**src/rtl/div_result_queue.sv**
```systemverilog
// div_result_queue
//
// Collects quotients from a fixed-latency pipelined divider and hands them to
// a consumer over a valid/ready stream with backpressure. Issue is gated by a
// credit counter so every operation in flight already owns a FIFO slot; the
// divider therefore never produces a result with nowhere to store it.
//
// Each accepted issue carries a tag that travels down a {valid, tag} delay
// line of LATENCY stages, matched to the divider. When the last stage is
// valid, the divider's quotient and divide-by-zero flag are joined with the
// exiting tag and pushed into a DEPTH-entry circular FIFO.
//
// Handshake semantics: a transfer happens on a rising clock edge where both
// valid and ready are high. Valid never waits on ready. Once valid is high,
// valid and its data hold stable until that transfer completes.
//
// Optional feature, enabled by defining DIV_RESULT_QUEUE_BYPASS_EN: when the
// FIFO is empty, an exiting result is presented combinationally in the same
// cycle. If the consumer takes it, the result is never written into the FIFO.
// Without the macro every result is registered and the outputs have no
// combinational path from divOut.
//
// Parameters:
//   A       quotient width (matches the divider)
//   LATENCY divider latency in cycles (>= 1)
//   DEPTH   results in flight plus stored, also FIFO entries (>= 1)
//   TAG     tag width
//
// Ports:
//   clock, reset               single clock, asynchronous active-high reset
//   issueValid, issueTag       operation driven onto the divider, and its tag
//   issueReady                 a credit is available (occupancy < DEPTH)
//   divOut, divByZero          divider quotient and divide-by-zero flag
//   outValid, outReady         result stream handshake
//   outQuot, outDivByZero,
//   outTag                     result payload
//   protocolError              sticky: issueValid seen while issueReady low
module div_result_queue #(
    parameter int A       = 16,
    parameter int LATENCY = 17,
    parameter int DEPTH   = 4,
    parameter int TAG     = 4
) (
    input  logic           clock,
    input  logic           reset,
    input  logic           issueValid,
    input  logic [TAG-1:0] issueTag,
    output logic           issueReady,
    input  logic [A-1:0]   divOut,
    input  logic           divByZero,
    output logic           outValid,
    input  logic           outReady,
    output logic [A-1:0]   outQuot,
    output logic           outDivByZero,
    output logic [TAG-1:0] outTag,
    output logic           protocolError
);

    localparam int CW = $clog2(DEPTH + 1);
    localparam int PW = (DEPTH > 1) ? $clog2(DEPTH) : 1;
    localparam int EW = A + 1 + TAG;

    localparam logic [CW-1:0] DEPTH_C  = CW'(DEPTH);
    localparam logic [PW-1:0] LAST_PTR = PW'(DEPTH - 1);

    // Credit counter: operations in flight in the divider plus stored results.
    logic [CW-1:0]  occ_q, occ_d;
    // Delay line matched to the divider.
    logic [LATENCY-1:0] vld_q;
    logic [TAG-1:0]     tag_q [LATENCY];
    // Result FIFO: entry = {quotient, divByZero, tag}.
    logic [EW-1:0]  mem_q [DEPTH];
    logic [PW-1:0]  wr_ptr_q, wr_ptr_d;
    logic [PW-1:0]  rd_ptr_q, rd_ptr_d;
    logic [CW-1:0]  cnt_q, cnt_d;
    logic           perr_q, perr_d;

    logic           issue_acc;
    logic           exit_valid;
    logic [EW-1:0]  exit_entry;
    logic [EW-1:0]  head;
    logic [EW-1:0]  out_entry;
    logic           fifo_empty;
    logic           pop;
    logic           fifo_pop;
    logic           push;

    function automatic logic [PW-1:0] ptr_inc(input logic [PW-1:0] p);
        return (p == LAST_PTR) ? '0 : p + PW'(1);
    endfunction

    assign issueReady    = (occ_q < DEPTH_C);
    assign protocolError = perr_q;

    always_comb begin
        issue_acc  = issueValid && issueReady;
        exit_valid = vld_q[LATENCY-1];
        exit_entry = {divOut, divByZero, tag_q[LATENCY-1]};
        fifo_empty = (cnt_q == '0);
        head       = mem_q[rd_ptr_q];

`ifdef DIV_RESULT_QUEUE_BYPASS_EN
        // An empty FIFO lets the exiting result go straight to the outputs;
        // if it is taken this cycle it skips the FIFO entirely.
        if (fifo_empty) begin
            outValid  = exit_valid;
            out_entry = exit_valid ? exit_entry : head;
        end else begin
            outValid  = 1'b1;
            out_entry = head;
        end
        pop      = outValid && outReady;
        fifo_pop = pop && !fifo_empty;
        push     = exit_valid && !(fifo_empty && outReady);
`else
        outValid  = !fifo_empty;
        out_entry = head;
        pop       = outValid && outReady;
        fifo_pop  = pop;
        push      = exit_valid;
`endif

        outQuot      = out_entry[EW-1 -: A];
        outDivByZero = out_entry[TAG];
        outTag       = out_entry[TAG-1:0];

        // Credit counter: an issue and a pop in the same cycle cancel.
        occ_d = occ_q;
        case ({issue_acc, pop})
            2'b10:   occ_d = occ_q + CW'(1);
            2'b01:   occ_d = occ_q - CW'(1);
            default: occ_d = occ_q;
        endcase

        cnt_d = cnt_q;
        case ({push, fifo_pop})
            2'b10:   cnt_d = cnt_q + CW'(1);
            2'b01:   cnt_d = cnt_q - CW'(1);
            default: cnt_d = cnt_q;
        endcase

        wr_ptr_d = push     ? ptr_inc(wr_ptr_q) : wr_ptr_q;
        rd_ptr_d = fifo_pop ? ptr_inc(rd_ptr_q) : rd_ptr_q;

        perr_d = perr_q || (issueValid && !issueReady);
    end

    always_ff @(posedge clock or posedge reset) begin
        if (reset) begin
            occ_q    <= '0;
            vld_q    <= '0;
            wr_ptr_q <= '0;
            rd_ptr_q <= '0;
            cnt_q    <= '0;
            perr_q   <= 1'b0;
            for (int i = 0; i < LATENCY; i++) tag_q[i] <= '0;
            // Cleared so the data outputs read 0 out of reset.
            for (int i = 0; i < DEPTH; i++) mem_q[i] <= '0;
        end else begin
            occ_q    <= occ_d;
            wr_ptr_q <= wr_ptr_d;
            rd_ptr_q <= rd_ptr_d;
            cnt_q    <= cnt_d;
            perr_q   <= perr_d;

            // The divider never stalls, so neither does the delay line.
            vld_q[0] <= issue_acc;
            tag_q[0] <= issueTag;
            for (int i = 1; i < LATENCY; i++) begin
                vld_q[i] <= vld_q[i-1];
                tag_q[i] <= tag_q[i-1];
            end

            if (push) mem_q[wr_ptr_q] <= exit_entry;
        end
    end

endmodule

```
**config.mk**
```make
export PLATFORM = sky130hd
export DESIGN_NAME = div_result_queue
export DESIGN_NICKNAME = d
export VERILOG_FILES = /design/src/rtl/div_result_queue.sv
export SDC_FILE = /design/constraint.sdc
export NUM_CORES = 1
export LEC_CHECK = 0
export ABC_AREA = 1
export BUFFER_PORTS_ARGS = -buffer_cell sky130_fd_sc_hd__buf_4
export CAP_MARGIN = 20
export CORE_ASPECT_RATIO = 0.5
export CORE_MARGIN = 2
export CORE_UTILIZATION = 63
export CTS_BUF_LIST = sky130_fd_sc_hd__clkbuf_4 sky130_fd_sc_hd__clkbuf_8 sky130_fd_sc_hd__clkbuf_16
export CTS_CLUSTER_DIAMETER = 80
export DETAILED_ROUTE_END_ITERATION = 10
export GPL_TIMING_DRIVEN = 0
export PLACE_DENSITY = 0.87
export SLEW_MARGIN = 20
export SYNTH_ARGS = -nofsm -noshare
export SYNTH_HDL_FRONTEND = slang
export SYNTH_SLANG_ARGS = --single-unit
```
**constraint.sdc**
```tcl
create_clock -name clock -period 12.05 [get_ports clock]
set_input_delay 0.6025 -clock clock [delete_from_list [all_inputs] [get_ports clock]]
set_output_delay 0.6025 -clock clock [all_outputs]
set_load 0.1 [all_outputs]
```
---- Word-level counts from Yosys, hierarchy flattened ----
Cells that the tools add are included.
storage, ports and cells
  flip-flop bits (word level) ............. 180
  input bits .............................. 25
  output and inout bits ................... 24
  logic and storage cells ................. 65
cells by class
  $add $sub $neg .......................... 6
  magnitude comparators ................... 4
  equal/unequal tests ..................... 6
  mux-type cells .......................... 10
  bitwise operators ....................... 2
  reduce and logical (&&, ||, !) cells .... 10
operator list
  kind                                                      number
  bitwise mux 84 bit                                        1
  2-to-1 mux 21 bit                                         3
  binary-select mux 21 bit (select 2 bit)                   1
  demux 21 bit (select 2 bit)                               1
  case mux 3 bit (2 select lines)                           2
  equality test 2 bit, second input constant                4
  adder 3 x 1 -> 3 bit, second input constant               2
  greater-or-equal comparator 3 bit, second input constant  2
  inverter 2 -> 3 bit                                       2
  subtractor 3 x 1 -> 3 bit, second input constant          2
  adder 2 x 1 -> 2 bit, second input constant               2
  equality test 2 x 1 -> 1 bit, second input constant       2
  logical AND 1 bit                                         4
  2-to-1 mux 2 bit                                          2
  nonzero test 2 bit                                        2
  zero test 3 bit                                           1
  < comparator 3 x 1 -> 1 bit, second input constant        1
  < comparator 3 bit, second input constant                 1
  zero test 1 bit                                           2
  logical OR 1 bit                                          1

---- Longest topological paths before layout ----
Gate-level depths: netlist of the first run.
  word-level depth ........................ 6
  depth in mapped cells ................... 12
  mapped depth without buffers ............ 12

---- Least setup slack after synthesis of the first run ----
No wires, ideal clock.
  kind .................................... register to register
  start ................................... reg cnt_q[0]
  end ..................................... reg cnt_q[1]
  library setup time ...................... 0.083 ns
  data arrival time ....................... 2.480 ns
  required time ........................... 11.967 ns
  setup slack ............................. 9.488 ns
  stages on the path, launching flop included .. 9
  path buffers ............................ 0
  period minus slack after synthesis ...... 2.562 ns
  cell sequence ........................... dfrtp_1 > inv_1 > nand3_1 > nand2_1 > inv_1 > ha_1 > inv_1 > fa_1 > o21ai_0
on the way
  word-level cells in the longest chain between the ends .. 5
  elaborated cells on any way between the ends .. 9
  those cells by class .................... add/sub: 2; eq/ne: 2; mux: 1; reduce/logical: 4
ends and longest elaborated chain
  element                                                                       RTL line  RTL
  start, declared                                                               75        logic [CW-1:0] cnt_q, cnt_d;
  start signal, assigned                                                        163       cnt_q <= cnt_d;
  zero test 3 bit *                                                             99        fifo_empty = (cnt_q == '0);
  zero test 1 bit *                                                             116       outValid = !fifo_empty;
  via outValid                                                                  51        output logic outValid,
  logical AND 1 bit *                                                           118       pop = outValid && outReady;
  via fifo_pop                                                                  85        logic fifo_pop;
  equality test 2 x 1 -> 1 bit / equality test 2 bit (equally long branches)    136       case ({push, fifo_pop})
  case mux 3 bit (2 select lines) / nonzero test 2 bit (equally long branches)  n/a
The timed path passes the listed nets; every way through them passes the cells marked *.
A chain may end at the register's enable or synchronous reset.

---- Worst setup path after layout of the first run ----
  start ................................... reg rd_ptr_q[1]
  end ..................................... out outQuot[8]
on the way
  word-level cells in the longest chain between the ends .. 4
ends and longest elaborated chain
  element                                               RTL line  RTL
  start, declared                                       74        logic [PW-1:0] rd_ptr_q, rd_ptr_d;
  start signal, assigned                                162       rd_ptr_q <= rd_ptr_d;
  inverter 2 -> 3 bit (not written as such)             100       head = mem_q[rd_ptr_q];
  binary-select mux 21 bit (select 2 bit)               100
  2-to-1 mux 21 bit (not written as such) (2 in a row)  100
  end, declared                                         53        output logic [A-1:0] outQuot,
Every way passes these cells. The select of a mux whose other input is x is not followed.

==> impl_metrics.tcl, run 1 <==
set metrics [dict create \
    status "finished with violations" \
    violations "DRC" \
    max_freq_ghz 0.3671 \
    cts_buffers 17 \
    multi_input_area_sq_um 1585 \
    nets 714 \
    synthCells 612 \
    crit_slowest_cell "clkbuf_1" \
    viasPerCell 5.516 \
    grt.total_usage_pct 26.90 \
    syn-num-nets 646 \
    row_count 26 \
    crit_arrival_ps 2120 \
    synth-edff-count 0 \
    htreeDepth 4 \
    fp.dieH_um 76.03 \
    synth_common_cells "dfrtp_1 (180), nand2_1 (167), o21ai_0 (88), inv_1 (83), o211ai_1 (42)" \
    setup_tns_ps 0 \
    diodes 0 \
    synth-seq-cells 180 \
    grt_max_degree 106 \
    dr.pass1.iters 8 \
    end_kind "primary output" \
    die_w_um 148.1 \
    avgSynthCellArea_sq_um 10.68 \
    rsz0062_at_grt "false" \
    wirelength_um 13580 \
    yosysWarnings 0 \
    insertion_delay_ps 420 \
    relSlewSlack_pct 53.14 \
    worstHoldPathCells 1 \
    grt_pass1_vias 4802 \
    synth_top_area_share_pct 68.91 \
    regArea_sq_um 4504 \
    ys_top_cells_by_area "dfrtp_1 (69%), nand2_1 (9.6%), o21ai_0 (6.7%), o211ai_1 (4.8%), inv_1 (4.8%)" \
    finalMaxSlewViolations 0 \
    cts_root_buffer "clkbuf_16" \
    clk_pin_slew_ps 70 \
    grt_pass1_wl_um 23400 \
    synth_top_area_cell "dfrtp_1" \
    wl_per_cell_um 16.31 \
    dieArea_sq_um 11260 \
    place.gp.congestion 0.8396 \
    antenna_found_initial 0 \
    r2r_cells 8 \
    post-cts-setup-buffer-count 0 \
    post-route-period-util_pct 22.61 \
    cts.sinks 180 \
    slowest_delay_ps 480 \
    ys_async_sr_fraction_pct 100.0 \
    maxCapViolCount 0 \
    cts_resized 0 \
    grt-ovfl-total 0 \
    start_util_pct 64.40 \
    cts_buffer_depth 2 \
    crit_type "flip-flop to primary output" \
    synth_cell_types 16 \
    dr_total_vias 4595 \
    cts_tree "built" \
    skew_ps 10.05 \
    start_kind "flip-flop" \
    crit_chain "inv_1 -> clkbuf_1 -> o211ai_1 -> nand2_1 -> buf_4" \
    cp_max_fo 10 \
    remaining_drc_errors 1 \
    crit_required_ps 11450 \
    dp_hpwl_um 8230 \
    syn_area_sq_um 6536 \
    ctsHoldBuffers 0 \
    worst_slew_pin_slew_ps 702.9 \
    finalSetupViolCount 0 \
    ys_seq_area_share_pct 68.91 \
    rrSetupSlack_ps 10200 \
    hold_viol_final 0 \
    ant_nets 0 \
    drive_gt1_share_pct 14.14 \
    syn_to_final_growth_pct 17.73 \
    drt_iter0_drc 434 \
    hp-class "primary input to flip-flop" \
    fill_cells 641 \
    yosysMostFrequentCell "dfrtp_1" \
    io_buffers 48 \
    pin_count 49 \
    yosys_most_used_dff "dfrtp_1" \
    post-route-min-period_ps 2724 \
    coreArea_sq_um 10150 \
]
==> area by class of cell <==
| class | count | share of cell area (%) |
|---|---|---|
| Inverter | 83 | 4.146 |
| Buffer | 30 | 1.756 |
| Clock inverter | 13 | 1.756 |
| Timing Repair Buffer | 49 | 5.041 |
| Tap cell | 140 | 2.276 |
| Sequential cell | 180 | 58.54 |
| Multi-Input combinational cell | 319 | 20.60 |
| Clock buffer | 19 | 5.886 |
==> layout by cell type (no fill, tap or decap), types with 2 or more instances in the layout <==
| cell type | n |
|---|---|
| ha_1 | 7 |
| inv_1 | 82 |
| clkbuf_16 | 17 |
| inv_6 | 7 |
| nor2_1 | 2 |
| o211ai_1 | 42 |
| clkbuf_8 | 2 |
| nand4_1 | 2 |
| nand3_1 | 5 |
| o21ai_0 | 88 |
| dfrtp_1 | 180 |
| xnor2_1 | 2 |
| fa_1 | 2 |
| clkbuf_1 | 14 |
| buf_2 | 15 |
| inv_8 | 3 |
| nand2_1 | 167 |
| buf_4 | 49 |
==> final timing paths <==
path                         endpoint        start
max reg2reg                  cnt_q[1]     cnt_q[0]
min                         tag_q[67]  issueTag[3]
min in group asynchronous   tag_q[67]        reset
max in group asynchronous   mem_q[31]        reset
min reg2reg                 tag_q[53]    tag_q[57]
max                        outQuot[8]  rd_ptr_q[1]
==> critical path: cells and delay by family, from the launching register on <==
kind	cells	cell delay, ps
buffers and inverters	3	910
flip-flops	1	460
AO/OA/AOI/OAI	1	190
AND/OR/NAND/NOR	1	140
==> registers in the layout, summed over array words and instances, names as in the netlist <==
signal,count
occ_q,3
tag_q,64
mem_q,84
protocolError,1
exit_entry,4
cnt_q,3
rd_ptr_q,2
vld_q,17
wr_ptr_q,2
==> per-layer routing <==
metal / vias up / wire [um] / GRT usage, %
met5: - / 0 / 0
met4: 0 / 193 / 9.048
met3: 24 / 985 / 5.389
met2: 202 / 6575 / 43.47
met1: 2287 / 5829 / 37.53
li1: 2082 / - / -
==> through the flow <==
stage	util (%)	setup WS, ps	instance area [sq um]	hold WS, ps	std cells
after floorplan	-	6561	6536	331.2	612
after global placement	69.67	5039	7072	332.3	800
after detailed placement	70.02	9845	7107	335.5	801
after global routing	75.81	9234	7695	268.4	833
final	75.81	9326	7695	289.0	833
after CTS	75.81	9379	7695	278.9	833
==> cells by family (layout without fill, tap and decap cells) <==
kind of cell / count (synthesis) / after routing / share of synthesized area (%)
compound gates: 132 / 132 / 11.75
buf+inv: 113 / 194 / 6.834
fa+ha+maj: 9 / 9 / 1.952
xor+xnor: 2 / 2 / 0.2680
simple gates: 176 / 176 / 10.28
flops: 180 / 180 / 68.91
Power of run 1 is left out: the tool's default activity adds up to more than one toggle a clock period on the data nets, which glitch-free logic cannot reach.
==> inputs of run 2 (changes only) <==
--- a/config.mk
+++ b/config.mk
@@ -10,12 +10,12 @@
 export CAP_MARGIN = 20
 export CORE_ASPECT_RATIO = 0.5
 export CORE_MARGIN = 2
-export CORE_UTILIZATION = 63
+export CORE_UTILIZATION = 59
 export CTS_BUF_LIST = sky130_fd_sc_hd__clkbuf_4 sky130_fd_sc_hd__clkbuf_8 sky130_fd_sc_hd__clkbuf_16
 export CTS_CLUSTER_DIAMETER = 80
 export DETAILED_ROUTE_END_ITERATION = 10
 export GPL_TIMING_DRIVEN = 0
-export PLACE_DENSITY = 0.87
+export PLACE_DENSITY = 0.82
 export SLEW_MARGIN = 20
 export SYNTH_ARGS = -nofsm -noshare
 export SYNTH_HDL_FRONTEND = slang
==> constraint.sdc (replaced) <==
create_clock -name clock -period 2.8 [get_ports clock]
set_input_delay 0.14 -clock clock [delete_from_list [all_inputs] [get_ports clock]]
set_output_delay 0.14 -clock clock [all_outputs]
set_load 0.1 [all_outputs]
==> impl_metrics.tcl, run 2 (synthesis results as in run 1) <==
set metrics [dict create \
    worst_slew_pin_slew_ps 739.7 \
    place.gp.congestion 0.8023 \
    crit_chain "inv_1 -> clkbuf_1 -> o211ai_1 -> nand2_1 -> buf_4" \
    end_kind "primary output" \
    largestRegisters "mem_q x84, tag_q x64, vld_q x17" \
    clk_pin_slew_ps 70 \
    path_buf_inv 3 \
    cp_top_family "buffers and inverters" \
    fp.dieH_um 78.43 \
    stdcell_count 849 \
    grt_max_degree 37 \
    ant_nets 0 \
    viasPerCell 5.397 \
    antenna_found_initial 0 \
    post-cts-setup-buffer-count 0 \
    cts.sinks 180 \
    diodes 0 \
    drive_gt1_share_pct 14.49 \
    max_freq_ghz 0.4297 \
    timing.rr.start "cnt_q[0]" \
    cts_tree "built" \
    htreeDepth 4 \
    whs_ps 25.70 \
    hold_viol_final 0 \
    syn_to_final_growth_pct 20.00 \
    post-place-cells 810 \
    drt_iter0_drc 327 \
    dr.pass1.iters 5 \
    fin_area_sq_um 7844 \
    worstHoldPathCells 3 \
    wl_per_cell_um 16.04 \
    crit_slowest_cell "clkbuf_1" \
    mostFrequentLayoutCells "dfrtp_1 (180), nand2_1 (167), o21ai_0 (88), inv_1 (82), buf_4 (49)" \
    holdCritStartpoint "divOut[6]" \
    nets 725 \
    place_area_sq_um 7189 \
    die_w_um 152.9 \
    start_kind "flip-flop" \
    status "finished clean" \
    grt_pass1_vias 4567 \
    start_util_pct 60.09 \
    cp_max_fo 10 \
    cts_buffer_depth 2 \
    crit_type "flip-flop to primary output" \
    dieArea_sq_um 11990 \
    rrSetupSlack_ps 900 \
    finalSetupViolCount 0 \
    pin_count 49 \
    relSlewSlack_pct 50.58 \
    io_buffers 48 \
    r2r_end "cnt_q[2]" \
    r2r_cells 11 \
    cts_buffers 17 \
    fill_cells 742 \
    hold_path_end "mem_q[53]" \
    grt.total_usage_pct 24.81 \
    skew_ps 9.544 \
    grt-ovfl-total 0 \
    post-route-min-period_ps 2327 \
    crit_arrival_ps 2190 \
    largest_reg_flops 84 \
    coreArea_sq_um 10880 \
    insertion_delay_ps 420 \
    finalMaxSlewViolations 0 \
    crit_required_ps 2660 \
    remaining_drc_errors 0 \
    cts_root_buffer "clkbuf_16" \
    regMostFlops "mem_q" \
    rsz0062_at_grt "false" \
    slowest_delay_ps 530 \
    dp_hpwl_um 8340 \
    post-route-period-util_pct 83.12 \
    wirelength_um 13620 \
    dr_total_vias 4582 \
    hp-class "primary input to flip-flop" \
    row_count 27 \
    maxCapViolCount 0 \
    layout_commonest_cell "dfrtp_1" \
    grt_pass1_wl_um 22560 \
]
run 2: worst max-delay path by stage:
stage	start	end	slack, ps	cells after the start
after floorplan	cnt_q[0]	cnt_q[1]	240	8
final	rd_ptr_q[1]	outQuot[14]	470	5
after CTS	rd_ptr_q[1]	outQuot[14]	520	5
after global routing	rd_ptr_q[1]	outQuot[8]	390	5
after detailed placement	cnt_q[0]	cnt_q[2]	950	11
after global placement	reset	mem_q[6]	-540	2
run 2: repair_timing:
action | in CTS | in global routing
hold buffers | 7 | 0
endpoints found under the hold margin | 38 | 0
resized for setup | 0 | 0
run 2: through the flow:
step                      util (%)  TNS (ps)  worst slack [ps]
after floorplan                  -         0             237.6
after global placement       65.10    -94700            -540.7
after detailed placement     66.09         0             946.4
after CTS                    72.11         0             517.8
after global routing         72.11         0             387.2
final                        72.11         0             472.6
run 2: per-layer routing:
layer | track usage [%] | vias to the layer above | routed length, um
met5 | 0 | - | 0
met4 | 10.28 | 0 | 246
met3 | 6.847 | 29 | 1060
met2 | 39.10 | 189 | 6469
met1 | 33.36 | 2261 | 5843
li1 | - | 2103 | -
run 2: worst register-to-register path, cell delays in order (launching register included):
cell	delay [ps]
dfrtp_1	370
inv_1	80
nand3_1	140
nand2_1	110
inv_1	130
ha_1	180
inv_1	70
fa_1	400
nand2_1	120
nand3_1	90
nand2_1	60
nand2_1	40
run 2: layout make-up:
type | instances | area [sq um] | area share, %
buffer | 30 | 135.1 | 1.723
clock buffer | 20 | 454.2 | 5.790
clock inverter | 12 | 130.1 | 1.659
inverter | 83 | 315.3 | 4.020
multi-input combinational | 319 | 1585 | 20.21
sequential | 180 | 4504 | 57.43
tap | 145 | 181.4 | 2.313
timing repair buffer | 60 | 538.0 | 6.859
Power of run 2 is left out for the same reason.
==> inputs of run 3 (changes only) <==
--- a/config.mk
+++ b/config.mk
@@ -5,17 +5,17 @@
 export SDC_FILE = /design/constraint.sdc
 export NUM_CORES = 1
 export LEC_CHECK = 0
-export ABC_AREA = 1
+export ABC_AREA = 0
 export BUFFER_PORTS_ARGS = -buffer_cell sky130_fd_sc_hd__buf_4
 export CAP_MARGIN = 20
 export CORE_ASPECT_RATIO = 0.5
 export CORE_MARGIN = 2
-export CORE_UTILIZATION = 59
+export CORE_UTILIZATION = 53
 export CTS_BUF_LIST = sky130_fd_sc_hd__clkbuf_4 sky130_fd_sc_hd__clkbuf_8 sky130_fd_sc_hd__clkbuf_16
 export CTS_CLUSTER_DIAMETER = 80
 export DETAILED_ROUTE_END_ITERATION = 10
 export GPL_TIMING_DRIVEN = 0
-export PLACE_DENSITY = 0.82
+export PLACE_DENSITY = 0.79
 export SLEW_MARGIN = 20
 export SYNTH_ARGS = -nofsm -noshare
 export SYNTH_HDL_FRONTEND = slang
==> constraint.sdc (replaced) <==
create_clock -name clock -period 2 [get_ports clock]
set_input_delay 0.1 -clock clock [delete_from_list [all_inputs] [get_ports clock]]
set_output_delay 0.1 -clock clock [all_outputs]
set_load 0.1 [all_outputs]
==> impl_metrics.tcl, run 3 <==
set metrics [dict create \
    largest_reg_flops 84 \
    cts_buffer_depth 2 \
    finalSetupViolCount 0 \
    io_buffers 48 \
    wirelength_um 10410 \
    pin_count 49 \
    hold_viol_final 0 \
    mostFrequentLayoutCells "dfrtp_1 (179), mux2_2 (86), buf_4 (50), dlygate4sd3_1 (23), mux4_2 (21)" \
    avgSynthCellArea_sq_um 18.45 \
    yosysWarnings 0 \
    relSlewSlack_pct 62.77 \
    crit_type "flip-flop to primary output" \
    synth_top_area_cell "dfrtp_1" \
    rsz0062_at_grt "false" \
    drt_iter0_drc 123 \
    stdcell_count 620 \
    crit_required_ps 1900 \
    max_freq_ghz 0.5193 \
    hp-class "primary input to flip-flop" \
    dr_total_vias 3081 \
    row_count 28 \
    holdCritStartpoint "outReady" \
    synthCells 345 \
    die_w_um 159.0 \
    timing.rr.start "cnt_q[1]" \
    dr.pass1.iters 4 \
    hold_path_end "rd_ptr_q[1]" \
    finalMaxSlewViolations 0 \
    yosysMostFrequentCell "dfrtp_1" \
    syn_to_final_growth_pct 24.92 \
    grt_max_degree 36 \
    syn-num-nets 379 \
    largestRegisters "mem_q x84, tag_q x64, vld_q x17" \
    ys_seq_area_share_pct 70.75 \
    ys_async_sr_fraction_pct 100.0 \
    wl_per_cell_um 16.79 \
    fp.dieH_um 81.50 \
    grt_pass1_vias 3454 \
    insertion_delay_ps 410 \
    dieArea_sq_um 12960 \
    start_util_pct 54.08 \
    cts.sinks 180 \
    r2r_cells 9 \
    htreeDepth 4 \
    nets 476 \
    regArea_sq_um 4506 \
    cp_max_fo 10 \
    r2r_end "cnt_q[2]" \
    end_kind "primary output" \
    grt.total_usage_pct 18.02 \
    skew_ps 8.406 \
    cts_root_buffer "clkbuf_16" \
    multi_input_area_sq_um 1742 \
    maxCapViolCount 0 \
    regMostFlops "mem_q" \
    fill_cells 788 \
    layout_commonest_cell "dfrtp_1" \
    cts_buffers 17 \
    post-route-min-period_ps 1926 \
    post-route-period-util_pct 96.28 \
    dp_hpwl_um 6522 \
    synth-edff-count 0 \
    ys_top_cells_by_area "dfrtp_1 (71%), mux2_2 (15%), mux4_2 (7.4%), ha_1 (1.4%), buf_4 (1.3%)" \
    remaining_drc_errors 0 \
    place.gp.congestion 0.6853 \
    synth-seq-cells 180 \
    clk_pin_slew_ps 60 \
    synth_cell_types 18 \
    yosys_most_used_dff "dfrtp_1" \
    syn_area_sq_um 6366 \
    status "finished clean" \
    crit_arrival_ps 1830 \
    drive_gt1_share_pct 47.69 \
    antenna_found_initial 0 \
    whs_ps 76.20 \
    coreArea_sq_um 11770 \
    rrSetupSlack_ps 140 \
    viasPerCell 4.969 \
    start_kind "flip-flop" \
    cts_tree "built" \
    worstHoldPathCells 3 \
    grt_pass1_wl_um 17490 \
    ant_nets 0 \
    grt-ovfl-total 0 \
    post-place-cells 563 \
    synth_top_area_share_pct 70.75 \
    diodes 0 \
    synth_common_cells "dfrtp_1 (180), mux2_2 (86), mux4_2 (21), inv_1 (13), buf_4 (11)" \
    worst_slew_pin_slew_ps 557.3 \
]
==> run 3: cell count changes in the layout (fill, tap and decap cells not counted), moves of 5 or more <==
cell           change
o211ai_1          -42
buf_2             -15
buf_6             +11
mux4_2            +21
mux2_2            +86
o21ai_0           -86
nand2_1          -162
dlygate4sd3_1     +16
inv_1             -72
clkbuf_1          -14
nand3_1            -5
==> run 3: repair_timing <==
item | CTS | global route
buffers inserted | 0 | 2
endpoints found under the setup margin | 15 | 18
hold buffers | 23 | 0
resized for setup | 8 | 11
hold endpoints to repair | 94 | 0
==> run 3: per-stage QoR <==
stage	setup slack [ps]	setup TNS, ps	utilization, %	instance area [sq um]
global route	7.375	0	67.56	7953
global placement	-1340	-239890	59.13	6960
floorplan	-408.6	-73590	-	6394
CTS	5.392	0	67.11	7900
finish	74.39	0	67.56	7953
detailed placement	36.57	0	59.98	7061
==> run 3: worst max-delay path, cell delays in order (launching register included) <==
cell     delay (ps)
dfrtp_1         380
buf_6           160
buf_8           160
buf_6           180
mux4_2          350
buf_6           210
==> run 3: worst max-delay path by stage <==
stage	start	to	slack, ps
floorplan	reset	cnt_q[0]	-410
global placement	reset	mem_q[69]	-1340
detailed placement	cnt_q[1]	cnt_q[2]	40
CTS	cnt_q[1]	cnt_q[2]	5
global route	rd_ptr_q[0]	outQuot[4]	7
finish	rd_ptr_q[0]	outQuot[4]	70
==> run 3: kinds of logic after synthesis <==
logic type,count (synthesis),share of synthesized area (%)
compound gates,3,0.2752
xor+xnor,6,0.8256
fa+ha+maj,9,2.005
buf+inv,26,2.319
flops,180,70.75
mux,109,22.96
simple gates,12,0.8649
==> run 3: layer usage <==
| layer | vias up | routed length, um | GRT usage (%) |
|---|---|---|---|
| met5 | - | 0 | 0 |
| met4 | 0 | 58 | 6.000 |
| li1 | 1394 | - | - |
| met3 | 7 | 296 | 4.848 |
| met2 | 39 | 5119 | 29.74 |
| met1 | 1641 | 4937 | 24.08 |
==> run 3: cell type report <==
cell class | instances | area share (%)
buffer | 13 | 1.558
timing repair buffer | 78 | 9.251
clock inverter | 14 | 1.888
inverter | 13 | 0.7080
sequential | 180 | 56.66
clock buffer | 18 | 5.444
tap | 165 | 2.596
multi-input combinational | 139 | 21.90
Power of run 3 is left out for the same reason.
